==> config.mk <==
export PLATFORM = sky130hd
export DESIGN_NAME = sorted_array_streamer
export DESIGN_NICKNAME = d
export VERILOG_FILES = /design/src/rtl/sorted_array_streamer.sv
export SDC_FILE = /design/constraint.sdc
export NUM_CORES = 1
export LEC_CHECK = 0
export ABC_AREA = 1
export CAP_MARGIN = 20
export CORE_MARGIN = 3
export CORE_UTILIZATION = 46
export DETAILED_ROUTE_END_ITERATION = 10
export PLACE_DENSITY = 0.75
export SLEW_MARGIN = 20
export SYNTH_ARGS = -nofsm -noshare
export SYNTH_HDL_FRONTEND = slang
export SYNTH_SLANG_ARGS = --single-unit
export TNS_END_PERCENT = 1
==> constraint.sdc <==
create_clock -name clock -period 1.9 [get_ports clock]
set_input_delay 0.19 -clock clock [delete_from_list [all_inputs] [get_ports clock]]
set_output_delay 0.19 -clock clock [all_outputs]
set_load 0.02 [all_outputs]
==> src/rtl/sorted_array_streamer.sv <==
// Captures a packed sorted array, checks it is non-decreasing, then
// streams its elements one per valid/ready transfer.
module sorted_array_streamer #(
    parameter int ARR_WIDTH = 4,
    parameter int ELEM_W    = 4,
    parameter int IDX_W     = 2
) (
    input  logic                        clock,
    input  logic                        reset,
    input  logic [ARR_WIDTH*ELEM_W-1:0] array_in,
    input  logic                        array_valid,
    output logic [ELEM_W-1:0]           elem_data,
    output logic [IDX_W-1:0]            elem_index,
    output logic                        elem_valid,
    output logic                        elem_last,
    input  logic                        elem_ready,
    output logic                        busy,
    output logic                        done,
    output logic                        order_ok,
    output logic                        order_err
);

    typedef enum logic [1:0] {
        IDLE,
        CHECK,
        STREAM,
        DONE
    } state_t;

    localparam logic [IDX_W-1:0] LAST_IDX = IDX_W'(ARR_WIDTH - 1);
    localparam logic [IDX_W-1:0] CHK_END  =
        IDX_W'((ARR_WIDTH > 1) ? ARR_WIDTH - 2 : 0);

    state_t state, state_n;

    logic [ARR_WIDTH-1:0][ELEM_W-1:0] shadow, shadow_n;

    logic [IDX_W-1:0] idx, idx_n, idx_p1;
    logic err, err_n;
    logic ok_q, ok_n;
    logic bad_q, bad_n;
    logic vld_d;
    logic rise;
    logic is_last;

    assign rise    = array_valid & ~vld_d;
    assign idx_p1  = idx + 1'b1;
    assign is_last = (idx == LAST_IDX);

    always_ff @(posedge clock or negedge reset) begin
        if (!reset) begin
            state  <= IDLE;
            shadow <= '0;
            idx    <= '0;
            err    <= 1'b0;
            ok_q   <= 1'b0;
            bad_q  <= 1'b0;
            vld_d  <= 1'b0;
        end else begin
            state  <= state_n;
            shadow <= shadow_n;
            idx    <= idx_n;
            err    <= err_n;
            ok_q   <= ok_n;
            bad_q  <= bad_n;
            vld_d  <= array_valid;
        end
    end

    always_comb begin
        state_n  = state;
        shadow_n = shadow;
        idx_n    = idx;
        err_n    = err;
        ok_n     = ok_q;
        bad_n    = bad_q;
        unique case (state)
            IDLE: begin
                if (rise) begin
                    shadow_n = array_in;
                    idx_n    = '0;
                    err_n    = 1'b0;
                    ok_n     = 1'b0;
                    bad_n    = 1'b0;
                    state_n  = (ARR_WIDTH > 1) ? CHECK : STREAM;
                end
            end
            CHECK: begin
                // Non-strict: equal neighbours are in order.
                if (shadow[idx] > shadow[idx_p1]) err_n = 1'b1;
                if (idx == CHK_END) begin
                    idx_n   = '0;
                    state_n = STREAM;
                end else begin
                    idx_n = idx_p1;
                end
            end
            STREAM: begin
                if (elem_ready) begin
                    if (is_last) begin
                        state_n = DONE;
                        ok_n    = ~err;
                        bad_n   = err;
                    end else begin
                        idx_n = idx_p1;
                    end
                end
            end
            DONE: begin
                idx_n   = '0;
                state_n = IDLE;
            end
            default: state_n = IDLE;
        endcase
    end

    // Element outputs are zeroed outside STREAM so idle outputs stay quiet.
    assign elem_valid = (state == STREAM);
    assign elem_data  = elem_valid ? shadow[idx] : '0;
    assign elem_index = elem_valid ? idx : '0;
    assign elem_last  = elem_valid & is_last;
    assign busy       = (state != IDLE);
    assign done       = (state == DONE);
    assign order_ok   = ok_q;
    assign order_err  = bad_q;

endmodule

==> qor.json <==
{
  "crit_required_ns": 1.71,
  "power_per_cell_area_nw_per_um2": 1470,
  "full_die_area_um2": 4320,
  "dr.first_iter.drc_count": 77,
  "ant_nets": 0,
  "post-route-worst-setup-slack_ns": 0.146,
  "maxClockFrequency_ghz": 0.570,
  "cts_hold_repair.buffers": 0,
  "mappedNetlistArea_um2": 1640,
  "timing.final.hold_violations": 0,
  "layout.cells.most_common": "nand2_1",
  "syn-num-nets": 241,
  "insertedDiodeCount": 0,
  "vias_in_the_first_global_route": 1211,
  "cts_buffer_depth": 2,
  "run_status": "complete, no violations",
  "hold_path.class": "in2async",
  "die_ht_um": 65.7,
  "pin_count": 32,
  "post_route_minimum_period_ns": 1.75,
  "rsz0062_at_grt": "false",
  "post-cts-setup-buffers": 0,
  "route.detailed.wl_per_inst_um": 10.8,
  "hold_ws_ns": 0.231,
  "cts_tree": "built",
  "dr_total_vias": 1359,
  "clk-insertion-delay-late_ns": 0.30,
  "detail_route.wirelength_um": 3150,
  "layout.cells.most_common_list": "nand2_1, inv_1, dfrtp_1",
  "largest_net_degree_at_the_start_of_global_routing": 25,
  "maxCapViolCount": 0,
  "timing.max_slew.rel_slack_pct": 79.4,
  "finalCritPeriodShare_pct": 92.3,
  "cp_cell_sequence": "buf_6 -> ha_1 -> nand2_1 -> inv_2 -> dlygate4sd2_1",
  "critical_path_at_ns": 1.56,
  "worst_setup_path_end_kind": "output port",
  "cts_buf_count": 3,
  "synth.lib_cells_used.distinct": 23,
  "vias_per_cell": 4.67,
  "design.core.area_um2": 3390,
  "cts-htree-levels": 1,
  "skew_ns": 0.00574,
  "wire_length_of_the_first_global_routing_pass_um": 5510,
  "routability_driven_placement_congestion_ratio": 0.859,
  "dp_worst_setup_slack_ns": 0.0457,
  "synth-seq-cells": 24,
  "overflow": 0,
  "launching_element_type_of_the_critical_path": "register",
  "fin_tns_setup_ns": 0,
  "antenna_found_initial": 0,
  "worst-path-buf-inv": 3,
  "avgSynthCellArea_um2": 7.84,
  "critPathTopFamily": "buffers and inverters",
  "chipWidth_um": 65.7,
  "drcViolationCount": 0,
  "yosysWarningCount": 0,
  "number_of_sinks_handled_by_clock_tree_synthesis": 24,
  "timing_worst_slew_pin_value_ns": 0.310,
  "grtUsageTotal_pct": 16.1,
  "ir_drop_v": 0.000703,
  "gate_count_of_the_mapped_netlist": 209,
  "placementRows": 21,
  "io_buf_count": 31,
  "hpwl_um": 2400,
  "slew_violations": 0,
  "timing.setup.critical_path_class": "reg2out",
  "cts_root_buffer": "clkbuf_4",
  "power.leakage_uw": 0.00105,
  "start_util_pct": 48.4,
  "worst_setup_hold_path_clk_slew_ns": 0.13,
  "setup_viol": 0,
  "worstPathMaxFanout": 23,
  "syn_to_final_growth_pct": 24.1,
  "critical_path.slowest_cell": "dfrtp_2",
  "detailedRoute.firstPassIterationCount": 6,
  "critPathMaxStageDelay_ns": 0.46,
  "total_number_of_nets_in_the_final_design": 279,
  "seq_total_area_yosys_pct": 36.6,
  "post_route_cells_drive_above_1_share_pct": 20.4
}
per-layer routing:
layer / part of all wire (%) / GRT usage (%) / up-vias / wire length [um]
met2: 47 / 26.2 / 30 / 1470
met1: 49 / 22.9 / 598 / 1540
li1: - / - / 729 / -
met3: 4.0 / 2.56 / 2 / 126
met4: 0.48 / 2.33 / 0 / 15
met5: 0 / 0 / - / 0
repair_timing:
action                     in CTS  in global routing
setup endpoints to repair       9                  5
gates resized for setup        11                 10
cloned                          0                  0
metrics by stage:
stage / power (uW) / instances / cell area, um2 / utilization, %
2_1_floorplan: 2280 / 209 / 1640 / -
3_3_place_gp: 2750 / 288 / 2020 / 59.5
3_5_place_dp: 2810 / 288 / 2020 / 59.5
4_1_cts: 3000 / 291 / 2040 / 60.1
5_1_grt: 3320 / 291 / 2030 / 60.0
6_report: 2990 / 291 / 2030 / 60.0
logic make-up after synthesis:
family                     share of synthesized area (%)
AOI/OAI and AO/OA                                   17.2
and+or+nand+nor                                     24.4
buffers and inverters                               12.6
adders and majority gates                           9.16
DFF                                                 36.6
path summary, 6_finish.rpt:
path	start	endpoint	slack, ns	cells after the start
min reg2reg	order_err	order_err	0.48	2
max reg2reg	idx[0]	err	0.17	12
min	reset	order_ok	0.23	2
max	idx[0]	elem_last	0.15	5
min in group clock	array_in[4]	shadow[4]	0.41	3
max in group asynchronous	reset	idx[0]	1.41	2
worst reg2reg max path, stage by stage (launching register included):
cell     delay, ns
dfrtp_2       0.43
inv_4         0.05
ha_4          0.28
o21ai_0       0.08
a21oi_1       0.13
a21oi_1       0.06
ha_1          0.29
nand2_1       0.08
inv_1         0.04
nand2_1       0.05
nand2_1       0.05
nand2_1       0.06
nand2_1       0.05
flip-flops by register name (all words and copies together), names as in the netlist:
name	cells
err	1
order_err	1
state	2
vld_d	1
order_ok	1
shadow	16
idx	2
Yosys cell counts, drive strengths merged:
library cell | number | area share, %
inv | 36 | 8.4
nor2 | 17 | 5.7
nand2 | 59 | 14
ha | 12 | 9.2
nand3b | 1 | 0.46
dfrtp | 24 | 37
o22ai | 1 | 0.38
a21oi | 16 | 6.3
nand3 | 7 | 3.2
nand4 | 2 | 0.76
o21ai | 27 | 11
buf | 7 | 4.2
power breakdown:
group	switching (uW)	internal (uW)	total, uW
logic	1090	780	1870
registers	164	733	897
clock network	146	73.9	219
final cells by class:
type / count / area (um2)
well taps: 46 / 57.6
multi-input cells: 142 / 847
fillers: 318 / 1360
repair buffers: 40 / 368
flip-flops and latches: 24 / 602
inverters: 36 / 138
clock buffers: 3 / 22.5
(Power assumes the default switching activity.)
